**src/rtl/cu_pkg.sv**
```systemverilog
`default_nettype none
// +-------------------------------------------------------------------+
// | cu_pkg : opcodes, FSM states and control-field codes (rev 1.0)    |
// +-------------------------------------------------------------------+
package cu_pkg;

  localparam logic [6:0] OP_ADD  = 7'h00;
  localparam logic [6:0] OP_SUB  = 7'h01;
  localparam logic [6:0] OP_AND  = 7'h02;
  localparam logic [6:0] OP_OR   = 7'h03;
  localparam logic [6:0] OP_ADDI = 7'h04;
  localparam logic [6:0] OP_LW   = 7'h05;
  localparam logic [6:0] OP_SW   = 7'h06;
  localparam logic [6:0] OP_BEQ  = 7'h07;
  localparam logic [6:0] OP_BNE  = 7'h08;
  localparam logic [6:0] OP_BLT  = 7'h09;
  localparam logic [6:0] OP_BGE  = 7'h0A;
  localparam logic [6:0] OP_J    = 7'h0B;
  localparam logic [6:0] OP_JAL  = 7'h0C;
  localparam logic [6:0] OP_JR   = 7'h0D;
  localparam logic [6:0] OP_HALT = 7'h7F;

  typedef enum logic [3:0] {
    S_FETCH1   = 4'd0,
    S_FETCH2   = 4'd1,
    S_DECODE   = 4'd2,
    S_EXEC_R   = 4'd3,
    S_EXEC_I   = 4'd4,
    S_ALU_WB   = 4'd5,
    S_MEM_ADDR = 4'd6,
    S_MEM_RD1  = 4'd7,
    S_MEM_RD2  = 4'd8,
    S_MEM_WB   = 4'd9,
    S_MEM_WR   = 4'd10,
    S_BRANCH   = 4'd11,
    S_JUMP     = 4'd12,
    S_HALT     = 4'd13
  } state_t;

  typedef enum logic [2:0] {
    C_R, C_I, C_LW, C_SW, C_BR, C_JMP, C_HALT, C_ILLEGAL
  } instr_class_t;

  localparam logic [2:0] ALU_ADD = 3'b000;
  localparam logic [2:0] ALU_SUB = 3'b001;
  localparam logic [2:0] ALU_AND = 3'b010;
  localparam logic [2:0] ALU_OR  = 3'b011;

  localparam logic [1:0] PCS_ALU    = 2'd0;
  localparam logic [1:0] PCS_ALUOUT = 2'd1;
  localparam logic [1:0] PCS_IMM    = 2'd2;
  localparam logic [1:0] PCS_REGA   = 2'd3;

  localparam logic [1:0] SRCB_REGB = 2'd0;
  localparam logic [1:0] SRCB_ONE  = 2'd1;
  localparam logic [1:0] SRCB_IMM  = 2'd2;

  localparam logic [1:0] M2R_ALUOUT = 2'd0;
  localparam logic [1:0] M2R_MDR    = 2'd1;
  localparam logic [1:0] M2R_PC     = 2'd2;

endpackage
`default_nettype wire

```
**src/rtl/control_decode.sv**
```systemverilog
`default_nettype none
// +-------------------------------------------------------------------+
// | control_decode : opcode -> class, ALUOp, branchType (rev 1.0)     |
// +-------------------------------------------------------------------+
module control_decode
  import cu_pkg::*;
(
  input  logic [6:0]   i_opcode,
  output instr_class_t o_class,
  output logic [2:0]   o_alu_op,
  output logic [1:0]   o_branch_type,
  output logic         o_is_jal,
  output logic         o_is_jr
);

  always_comb begin
    o_class       = C_ILLEGAL;
    o_alu_op      = ALU_ADD;
    o_branch_type = 2'b00;
    o_is_jal      = 1'b0;
    o_is_jr       = 1'b0;
    case (i_opcode)
      OP_ADD, OP_SUB, OP_AND, OP_OR: begin
        o_class  = C_R;
        o_alu_op = {1'b0, i_opcode[1:0]};
      end
      OP_ADDI: o_class = C_I;
      OP_LW:   o_class = C_LW;
      OP_SW:   o_class = C_SW;
      OP_BEQ, OP_BNE, OP_BLT, OP_BGE: begin
        o_class       = C_BR;
        o_alu_op      = ALU_SUB;
        o_branch_type = 2'(i_opcode - OP_BEQ);
      end
      OP_J:   o_class = C_JMP;
      OP_JAL: begin
        o_class  = C_JMP;
        o_is_jal = 1'b1;
      end
      OP_JR: begin
        o_class = C_JMP;
        o_is_jr = 1'b1;
      end
      OP_HALT: o_class = C_HALT;
      default: o_class = C_ILLEGAL;
    endcase
  end

endmodule
`default_nettype wire

```
**src/rtl/control_unit_fsm.sv**
```systemverilog
`default_nettype none
// +-------------------------------------------------------------------+
// | control_unit_fsm : multi-cycle main controller, Moore outputs     |
// | rev 1.0                                                           |
// +-------------------------------------------------------------------+
module control_unit_fsm
  import cu_pkg::*;
#(
  parameter state_t RESET_STATE = S_FETCH1
) (
  input  logic       CLK,
  input  logic       RST_N,
  input  logic [6:0] input_opcode,
  input  logic       input_run,
  output logic       output_PCWrite,
  output logic       output_PC_isbranch,
  output logic [1:0] output_branchType,
  output logic [1:0] output_PCSource,
  output logic       output_IR_write,
  output logic       output_IorD,
  output logic       output_mem_write,
  output logic       output_RegWrite,
  output logic [1:0] output_MemToReg,
  output logic       output_ALUSrcA,
  output logic [1:0] output_ALUSrcB,
  output logic [2:0] output_ALUOp,
  output logic       output_instr_done,
  output logic       output_halted,
  output logic       output_illegal,
  output logic [3:0] output_state
);

  state_t       r_state;
  state_t       w_next_state;
  logic [6:0]   r_opcode;
  logic [6:0]   w_dec_opcode;
  instr_class_t w_class;
  logic [2:0]   w_alu_op;
  logic [1:0]   w_branch_type;
  logic         w_is_jal;
  logic         w_is_jr;

  // The live field only feeds the DECODE dispatch; no output uses decoded
  // fields in DECODE, so outputs stay a function of state and latched opcode.
  assign w_dec_opcode = (r_state == S_DECODE) ? input_opcode : r_opcode;

  control_decode u_decode (
    .i_opcode      (w_dec_opcode),
    .o_class       (w_class),
    .o_alu_op      (w_alu_op),
    .o_branch_type (w_branch_type),
    .o_is_jal      (w_is_jal),
    .o_is_jr       (w_is_jr)
  );

  always_ff @(posedge CLK or negedge RST_N) begin
    if (!RST_N) begin
      r_state  <= RESET_STATE;
      r_opcode <= OP_ADD;
    end else begin
      r_state <= w_next_state;
      if (r_state == S_DECODE) r_opcode <= input_opcode;
    end
  end

  always_comb begin
    w_next_state = r_state;
    case (r_state)
      S_FETCH1: if (input_run) w_next_state = S_FETCH2;
      S_FETCH2: w_next_state = S_DECODE;
      S_DECODE: begin
        case (w_class)
          C_R:         w_next_state = S_EXEC_R;
          C_I:         w_next_state = S_EXEC_I;
          C_LW, C_SW:  w_next_state = S_MEM_ADDR;
          C_BR:        w_next_state = S_BRANCH;
          C_JMP:       w_next_state = S_JUMP;
          default:     w_next_state = S_HALT;
        endcase
      end
      S_EXEC_R, S_EXEC_I: w_next_state = S_ALU_WB;
      S_MEM_ADDR: w_next_state = (w_class == C_LW) ? S_MEM_RD1 : S_MEM_WR;
      S_MEM_RD1:  w_next_state = S_MEM_RD2;
      S_MEM_RD2:  w_next_state = S_MEM_WB;
      S_ALU_WB, S_MEM_WB, S_MEM_WR, S_BRANCH, S_JUMP: w_next_state = S_FETCH1;
      S_HALT:     w_next_state = S_HALT;
      default:    w_next_state = S_FETCH1;
    endcase
  end

  always_comb begin
    output_PCWrite     = 1'b0;
    output_PC_isbranch = 1'b0;
    output_branchType  = 2'b00;
    output_PCSource    = PCS_ALU;
    output_IR_write    = 1'b0;
    output_IorD        = 1'b0;
    output_mem_write   = 1'b0;
    output_RegWrite    = 1'b0;
    output_MemToReg    = M2R_ALUOUT;
    output_ALUSrcA     = 1'b0;
    output_ALUSrcB     = SRCB_REGB;
    output_ALUOp       = ALU_ADD;
    output_instr_done  = 1'b0;
    output_halted      = 1'b0;
    output_illegal     = 1'b0;
    case (r_state)
      S_FETCH2: begin
        output_IR_write = 1'b1;
        output_ALUSrcB  = SRCB_ONE;
        output_PCWrite  = 1'b1;
      end
      S_DECODE: output_ALUSrcB = SRCB_IMM;
      S_EXEC_R: begin
        output_ALUSrcA = 1'b1;
        output_ALUOp   = w_alu_op;
      end
      S_EXEC_I, S_MEM_ADDR: begin
        output_ALUSrcA = 1'b1;
        output_ALUSrcB = SRCB_IMM;
      end
      S_ALU_WB: begin
        output_RegWrite   = 1'b1;
        output_instr_done = 1'b1;
      end
      S_MEM_RD1, S_MEM_RD2: output_IorD = 1'b1;
      S_MEM_WB: begin
        output_RegWrite   = 1'b1;
        output_MemToReg   = M2R_MDR;
        output_instr_done = 1'b1;
      end
      S_MEM_WR: begin
        output_IorD       = 1'b1;
        output_mem_write  = 1'b1;
        output_instr_done = 1'b1;
      end
      S_BRANCH: begin
        output_ALUSrcA     = 1'b1;
        output_ALUOp       = w_alu_op;
        output_PC_isbranch = 1'b1;
        output_PCSource    = PCS_ALUOUT;
        output_branchType  = w_branch_type;
        output_instr_done  = 1'b1;
      end
      S_JUMP: begin
        output_PCWrite    = 1'b1;
        output_PCSource   = w_is_jr ? PCS_REGA : PCS_IMM;
        output_RegWrite   = w_is_jal;
        output_MemToReg   = w_is_jal ? M2R_PC : M2R_ALUOUT;
        output_instr_done = 1'b1;
      end
      S_HALT: begin
        output_halted  = 1'b1;
        output_illegal = (w_class == C_ILLEGAL);
      end
      default: ;
    endcase
  end

  assign output_state = r_state;

endmodule
`default_nettype wire

```
**config.mk**
```make
export PLATFORM = sky130hd
export DESIGN_NAME = control_unit_fsm
export DESIGN_NICKNAME = d
export VERILOG_FILES = /design/src/rtl/cu_pkg.sv /design/src/rtl/control_decode.sv /design/src/rtl/control_unit_fsm.sv
export SDC_FILE = /design/constraint.sdc
export NUM_CORES = 1
export LEC_CHECK = 0
export ABC_AREA = 1
export ABC_CLOCK_PERIOD_IN_PS = 4120
export CAP_MARGIN = 20
export CORE_AREA = 10 10 59 70
export CTS_BUF_LIST = sky130_fd_sc_hd__clkbuf_4
export CTS_CLUSTER_DIAMETER = 40
export CTS_CLUSTER_SIZE = 14
export DETAILED_ROUTE_END_ITERATION = 12
export DIE_AREA = 0 0 69 80
export PLACE_DENSITY = 0.75
export SLEW_MARGIN = 20
export SYNTH_ARGS = -nofsm -noshare
export SYNTH_HDL_FRONTEND = slang
export SYNTH_SLANG_ARGS = --single-unit
export TNS_END_PERCENT = 10
```
**constraint.sdc**
```tcl
create_clock -name CLK -period 4.12 [get_ports CLK]
set_input_delay 1.03 -clock CLK [delete_from_list [all_inputs] [get_ports CLK]]
set_output_delay 1.03 -clock CLK [all_outputs]
set_load 0.05 [all_outputs]
```
==> results of run 1 <==
[path summary, 6_finish.rpt]
kind,startpoint,end,slack [ns]
max,input_opcode[5],output_illegal,0.26
min,r_opcode[6],r_opcode[6],0.51
max reg2reg,output_state[0],output_state[0],1.40
min reg2reg,r_opcode[6],r_opcode[6],0.51
max in group asynchronous,RST_N,output_state[3],2.70
min in group asynchronous,RST_N,r_opcode[1],1.08
[flip-flops by register name, indices dropped and copies added, names as in the netlist]
| register | cells |
|---|---|
| output_state | 4 |
| r_opcode | 7 |
[placed cells by master (no fill, tap or decap)]
| cell | Yosys | final |
|---|---|---|
| nand3_1 | 24 | 22 |
| a21oi_4 | 1 | 1 |
| nor2_4 | 4 | 5 |
| nand2_4 | 3 | 3 |
| clkdlybuf4s50_1 | 0 | 23 |
| clkbuf_4 | 0 | 4 |
| nor2_1 | 29 | 27 |
| nand2_1 | 39 | 37 |
| buf_6 | 3 | 1 |
| dlymetal6s2s_1 | 0 | 2 |
| a211oi_1 | 1 | 1 |
| conb_1 | 1 | 1 |
| nor3b_4 | 1 | 1 |
| a21oi_1 | 3 | 2 |
| buf_12 | 0 | 6 |
| inv_2 | 2 | 6 |
| inv_1 | 28 | 24 |
| buf_4 | 2 | 24 |
| nand3_2 | 1 | 3 |
| nor3_2 | 0 | 1 |
| o211ai_1 | 1 | 1 |
| or2_2 | 2 | 2 |
| nand2_2 | 7 | 9 |
| o21ai_0 | 7 | 5 |
| o21ai_2 | 0 | 2 |
| ha_2 | 0 | 2 |
| nor2_8 | 1 | 1 |
| a21oi_2 | 0 | 1 |
| nor3_1 | 3 | 2 |
| o22ai_1 | 3 | 3 |
| ha_4 | 0 | 2 |
| dfrtp_1 | 11 | 11 |
| nand4_1 | 1 | 1 |
| nor2_2 | 2 | 3 |
[cell families after synthesis]
group	count (synthesis)	synth area share, %
AOI/OAI and AO/OA	16	8.46
adders and majority gates	4	4.23
buffers and inverters	35	13.6
DFF	11	23.3
other	1	0.317
and+or+nand+nor	117	50.1
[power groups by stage]
stage / Combinational, mW / Sequential (mW) / Clock, mW
floorplan: 0.700 / 0.242 / 0
global placement: 1.08 / 0.198 / 0
detailed placement: 1.09 / 0.201 / 0
CTS: 1.12 / 0.199 / 0.0808
global route: 1.31 / 0.205 / 0.0842
finish: 1.20 / 0.199 / 0.0797
[worst register-to-register path, cell delays in order, from the launching register on]
cell,delay [ns]
dfrtp_1,0.46
inv_1,0.09
nand2_1,0.16
nor2_4,0.07
or2_2,0.29
o21ai_2,0.09
inv_2,0.08
ha_2,0.20
inv_2,0.08
nand2_1,0.05
nand3_1,0.07
nand2_1,0.10
a21oi_4,0.14
buf_4,0.12
nand3_2,0.08
buf_4,0.15
nor2_2,0.09
nand3_1,0.10
nand2_1,0.08
nor2_1,0.04
nor2_1,0.10
[metrics by stage]
stage	TNS [ns]	setup WS [ns]	hold slack [ns]
5_1_grt	0	0.00783	0.537
4_1_cts	0	0.00572	0.518
3_3_place_gp	-0.160	-0.160	0.490
3_5_place_dp	-0.197	-0.197	0.498
6_report	0	0.262	0.514
2_1_floorplan	-0.500	-0.352	0.469
[what timing repair did]
action | CTS | global route
gates cloned | 0 | 0
resized for setup | 6 | 19
setup endpoints to repair | 1 | 2
pin swaps | 2 | 11
hold buffers | 0 | 0
buffers inserted | 1 | 0
[area by class of cell]
cell class | count | area [um^2]
repair buffers | 56 | 567
well taps | 34 | 42.5
fillers | 270 | 940
inverters | 30 | 113
flip-flops and latches | 11 | 275
clock buffers | 4 | 30.0
multi-input cells | 138 | 818
[per-layer routing]
| layer | track usage, % | vias up | share of wire (%) | wire, um |
|---|---|---|---|---|
| li1 | - | 685 | - | - |
| met2 | 21.2 | 37 | 52 | 1730 |
| met1 | 10.8 | 606 | 39 | 1280 |
| met3 | 4.73 | 9 | 7.2 | 240 |
| met4 | 4.03 | 0 | 2.2 | 74 |
| met5 | 0 | - | 0 | 0 |
==> reports/results.ini, run 1 <==
[critical_path]
cp.required_ns=3.09
crit_path_max_fanout=8
worstSetupPathType=input port to primary output
crit_chain=clkdlybuf4s50_1, inv_1, nand3_1, nand2_1, nand2_1, nor2_2, buf_4, nand2_1, nand2_1, nor2_1, nand3_1, nand2_2, nand3_2, a21oi_2, buf_12
critical_path_buf_inv_count=4
end_kind=primary output
startpoint_type=input port
reg2reg_depth=20
arrival_ns=2.83
cpPeakStageDelay_ns=0.47
crit_top_cell=nand2_1
crit_slowest_cell=clkdlybuf4s50_1
cp_top_family=buffers and inverters
worst-path-stages=15

[drt]
via_count=1337
wirelength_um=3320
ant_nets=0
wire_per_inst_um=12.2
drt_iter0_drc=65
drcViolationCount=0
via_per_inst=4.90
drtPass1Iterations=5

[finish]
postLayoutCoreUtil_pct=66.3
syn2layout_area_growth_pct=55.9
stdcell_count=273
num_antenna_cells=0
final_cell_area_um2=1850
drive_gt1_share_pct=32.2
nets=254

[yosys]
syn_area_per_cell_um2=6.43
netlist.top_cell.by_area=dfrtp_1
synth-async-reset-ratio_pct=100
synthDistinctLibCells=26
synth.most_common_cell=nand2_1
synth.area.top_cells=dfrtp_1, nand2_1, nand3_1
synth-edff-count=0
netlist_instances=184
syn_nets=198
synthFlopType=dfrtp_1
ys_ff_latch=11
synth-seq-area-share_pct=23.3
syn_area_um2=1180
synth_common_cells=nand2_1, nor2_1, inv_1
yosysTopAreaCellShare_pct=23.3
yosys_warnings=0

[pwr]
power_frac_comb_pct=81.1
switching_share_pct=55.4
internal_power_uw=659
power_density_nw_per_um2=799
p_seq_share_pct=13.5
p_switching_uw=817
total_power_mw=1.48
peakVddDrop_v=0.000478
leakagePower_nw=0.915
clockPowerShare_pct=5.4

[timing]
period_minus_slack_ns=3.86
fin_crit_sh_pct=93.6
setup_violations=0
clock_skew_ns=0.0106
relSlewSlack_pct=62.4
maxSlewViolCount=0
max_clock_freq_mhz=259
worstMarginPinSlew_ns=0.559
hold_viol=0
rsz0062_at_grt=false

[hold_path]
hold_depth=2
hp-class=flip-flop to flip-flop

[placed_design]
place_area_um2=1730
port_buffers=33
gp_congestion=0.904
dp_hpwl_um=2710
numPlacedInstances=268

[global_routing]
first_global_vias=1317
antenna_found_initial=0
grt.total_usage_pct=11.3
grt_max_degree=13
globalRouteOverflowTotal=0
grt_pass1_wl_um=5380

[clocking]
htree_num_levels=1
path_clk_slew_ns=0.06
cts_root_buffer=clkbuf_4
clk_latency_ns=0.28
cts_tree=yes
cts_buffers=3
cts.path.max_buffers=2
clkSinkCount=11

[job]
drv_cap=0

[floorplanning]
rows=21
ios=35
fp.dieH_um=80
core_um2=2790
die_w_um=69
initial_utilization_pct=42.5
dieArea_um2=5520

[outcome]
outcome=finished, final reports clean

Note: power is estimated with default switching activity, not from simulation.
==> inputs of run 2 (changes only) <==
- CORE_AREA: 10 10 59 70 -> 10 10 57 68
- DIE_AREA: 0 0 69 80 -> 0 0 67 78
- PLACE_DENSITY: 0.75 -> 0.76
- SYNTH_HIERARCHICAL: not set -> 1
==> reports/results.ini, run 2 <==
[outcome]
outcome=finished, final reports clean

[finish]
final_cell_mix=nand2_1, clkdlybuf4s50_1, nor2_1
largest_register_ffs=7  ; unchanged
largest-register=r_opcode
fillers=219  ; -19%
nets=228  ; -10%
drive_gt1_share_pct=29.1  ; -3.1 points
syn2layout_area_growth_pct=54.2
postLayoutCoreUtil_pct=62.8  ; -3.5 points
num_antenna_cells=0  ; unchanged
final_common_cell=nand2_1

[critical_path]
cpPeakStageDelay_ns=0.40  ; -0.07 ns
cp.required_ns=3.09  ; about the same
arrival_ns=3.03  ; +0.20 ns
startpoint_type=input port
worstSetupPathType=input port to primary output
crit_path_max_fanout=4  ; -4
cp_top_family=simple AND/OR/NAND/NOR gates
crit_chain=clkdlybuf4s50_1, nand2_1, nand2_2, buf_4, ha_2, inv_1, nand2_2, nor2_2, nor2_1, nor2_1, nand3_1, nand2_2, nand2_4, nor3_4, clkbuf_16
end_kind=primary output
crit_slowest_cell=clkdlybuf4s50_1
critical_path_buf_inv_count=4  ; unchanged
crit_top_cell=nand2_2

[timing]
rsz0062_at_grt=true
worstMarginPinSlew_ns=0.918  ; +0.358 ns
relSlewSlack_pct=38.6  ; -24 points
maxSlewViolCount=0  ; unchanged
hold_viol=0  ; unchanged
max_clock_freq_mhz=246  ; -5.0%
setup_tns_ns=0  ; unchanged
period_minus_slack_ns=4.06  ; +0.204 ns
fin_crit_sh_pct=98.6  ; +4.9 points
hold_ws_ns=0.525  ; +0.0104 ns
finalWorstSetupSlack_ns=0.0583  ; -0.204 ns
clock_skew_ns=0.00318  ; -0.00743 ns
setup_violations=0  ; unchanged

[pwr]
p_switching_uw=840  ; +2.8%
p_seq_share_pct=14.7  ; +1.2 points
peakVddDrop_v=0.000506  ; +5.9%
internal_power_uw=604  ; -8.2%
power_density_nw_per_um2=867  ; +8.5%
leakagePower_nw=0.772  ; -16%
clockPowerShare_pct=5.3  ; about the same
power_frac_comb_pct=80.0  ; -1.1 points
total_power_mw=1.44  ; -2.1%
switching_share_pct=58.2  ; +2.8 points

[placed_design]
dp_hpwl_um=2430  ; -10%
port_buffers=33  ; unchanged
gp_congestion=0.880  ; -2.6%
post-place-ws_ns=-0.00473  ; +0.193 ns

[yosys]
synth_top_family_by_area=simple AND/OR/NAND/NOR gates
yosysTopAreaCellShare_pct=25.5  ; +2.2 points
yosys_warnings=6  ; +6
netlist_instances=173  ; -6.0%
synth-compound-area-share_pct=6.03  ; -2.4 points
synth.area.top_cells=dfrtp_1, nand2_1, nor2_1
syn_nets=187  ; -5.6%
synthMuxAreaShare_pct=0  ; unchanged
ys_ff_latch=11  ; unchanged
syn_area_um2=1080  ; -8.8%
syn_area_per_cell_um2=6.24  ; -3.0%
synth.most_common_cell=nand2_1
synth-seq-area-share_pct=25.5  ; +2.2 points
synth-edff-count=0  ; unchanged
netlist.top_cell.by_area=dfrtp_1
synthFlopType=dfrtp_1
synthAdderAreaFrac_pct=4.63  ; +0.41 points
synthDistinctLibCells=27  ; +3.8%
synth-async-reset-ratio_pct=100  ; unchanged
synth_common_cells=nand2_1, nor2_1, inv_1
synthXorXnorAreaFrac_pct=0  ; unchanged
synth-simple-area-share_pct=49.5  ; -0.63 points

[global_routing]
grt_pass1_wl_um=4660  ; -13%
first_global_vias=1087  ; -17%
antenna_found_initial=0  ; unchanged
globalRouteOverflowTotal=0  ; unchanged
grt.total_usage_pct=10.8  ; -0.51 points
grt_max_degree=12  ; -1

[drt]
via_per_inst=4.88  ; -0.30%
drcViolationCount=0  ; unchanged
drtPass1Iterations=4  ; -1
wire_per_inst_um=12.1  ; -0.59%
via_count=1206  ; -9.8%
ant_nets=0  ; unchanged
drt_iter0_drc=56  ; -14%
wirelength_um=2990  ; -10%

[floorplanning]
rows=21  ; unchanged
fp.dieH_um=78  ; -2.5%
die_w_um=67  ; -2.9%
core_um2=2650  ; -4.7%
dieArea_um2=5230  ; -5.3%
ios=35  ; unchanged
initial_utilization_pct=40.7  ; -1.8 points

[clocking]
cts.path.max_buffers=2  ; unchanged
htree_num_levels=1  ; unchanged
clk_latency_ns=0.26  ; -0.02 ns
cts_root_buffer=clkbuf_4
cts_buffers=3  ; unchanged
clkSinkCount=11  ; unchanged
cts_tree=yes
path_clk_slew_ns=0.06  ; about the same
holdBufCountCts=0  ; unchanged

[hold_path]
hp-class=flip-flop to flip-flop

[job]
drv_cap=0  ; unchanged

run 2: changes by cell type after synthesis, sizes merged:
| cell | previous run | this run |
|---|---|---|
| nor2 | 36 | 37 |
| clkinv | 0 | 2 |
| or2 | 2 | 0 |
| nand4 | 1 | 2 |
| a211oi | 1 | 0 |
| o21ai | 7 | 6 |
| buf | 5 | 3 |
| nand3b | 0 | 2 |
| nand2 | 49 | 51 |
| nand3 | 25 | 15 |
| o22ai | 3 | 0 |
run 2: worst paths after layout:
path,endpoint,start,slack [ns],depth (start not counted)
max in group asynchronous,output_state[3],RST_N,2.71,1
max reg2reg,output_state[2],output_state[3],1.28,19
min,r_opcode[5],r_opcode[5],0.52,2
min in group asynchronous,r_opcode[2],RST_N,1.09,1
min reg2reg,r_opcode[5],r_opcode[5],0.52,2
max,output_illegal,input_opcode[0],0.06,15
run 2: worst register-to-register path, delay by kind of cell, from the launching register on:
family	cells	cell delay [ns]
simple gates	14	1.58
fa+ha+maj	1	0.20
flops	1	0.48
buf+inv	4	0.46
run 2: through the flow:
step / cells / instance area [um^2]
floorplan: 173 / 1080
global placement: 241 / 1540
detailed placement: 241 / 1540
CTS: 245 / 1570
global route: 247 / 1670
finish: 247 / 1670
run 2: layout make-up:
| type | count | area, um^2 | share of cell area [%] |
|---|---|---|---|
| flip-flops and latches | 11 | 275 | 16.5 |
| multi-input cells | 127 | 732 | 44.0 |
| inverters | 32 | 125 | 7.51 |
| repair buffers | 39 | 460 | 27.6 |
| well taps | 34 | 42.5 | 2.55 |
| clock buffers | 4 | 30.0 | 1.80 |
run 2: what timing repair did:
action / in CTS / in global routing
buffers inserted: 0 / 2
setup endpoints to repair: 1 / 2
pin swaps: 1 / 13
gates resized for setup: 1 / 22
run 2: power by group through the flow:
stage / clock, mW / combinational (mW) / sequential [mW]
2_1_floorplan: 0 / 0.701 / 0.243
3_3_place_gp: 0 / 1.00 / 0.212
3_5_place_dp: 0 / 1.01 / 0.213
4_1_cts: 0.0798 / 1.02 / 0.211
5_1_grt: 0.0846 / 1.26 / 0.217
6_report: 0.0762 / 1.16 / 0.212
run 2: cells by family after synthesis:
| family | count (synthesis) |
|---|---|
| simple gates | 111 |
| buf+inv | 35 |
| compound gates | 11 |
| flops | 11 |
| fa+ha+maj | 4 |
| other cells | 1 |
run 2: per-layer routing:
| metal | vias to the layer above | track usage, % | part of all wire [%] |
|---|---|---|---|
| li1 | 608 | - | - |
| met1 | 557 | 10.8 | 37 |
| met2 | 35 | 20.2 | 56 |
| met3 | 6 | 3.02 | 6.4 |
| met4 | 0 | 3.70 | 1.0 |
| met5 | - | 0 | 0 |
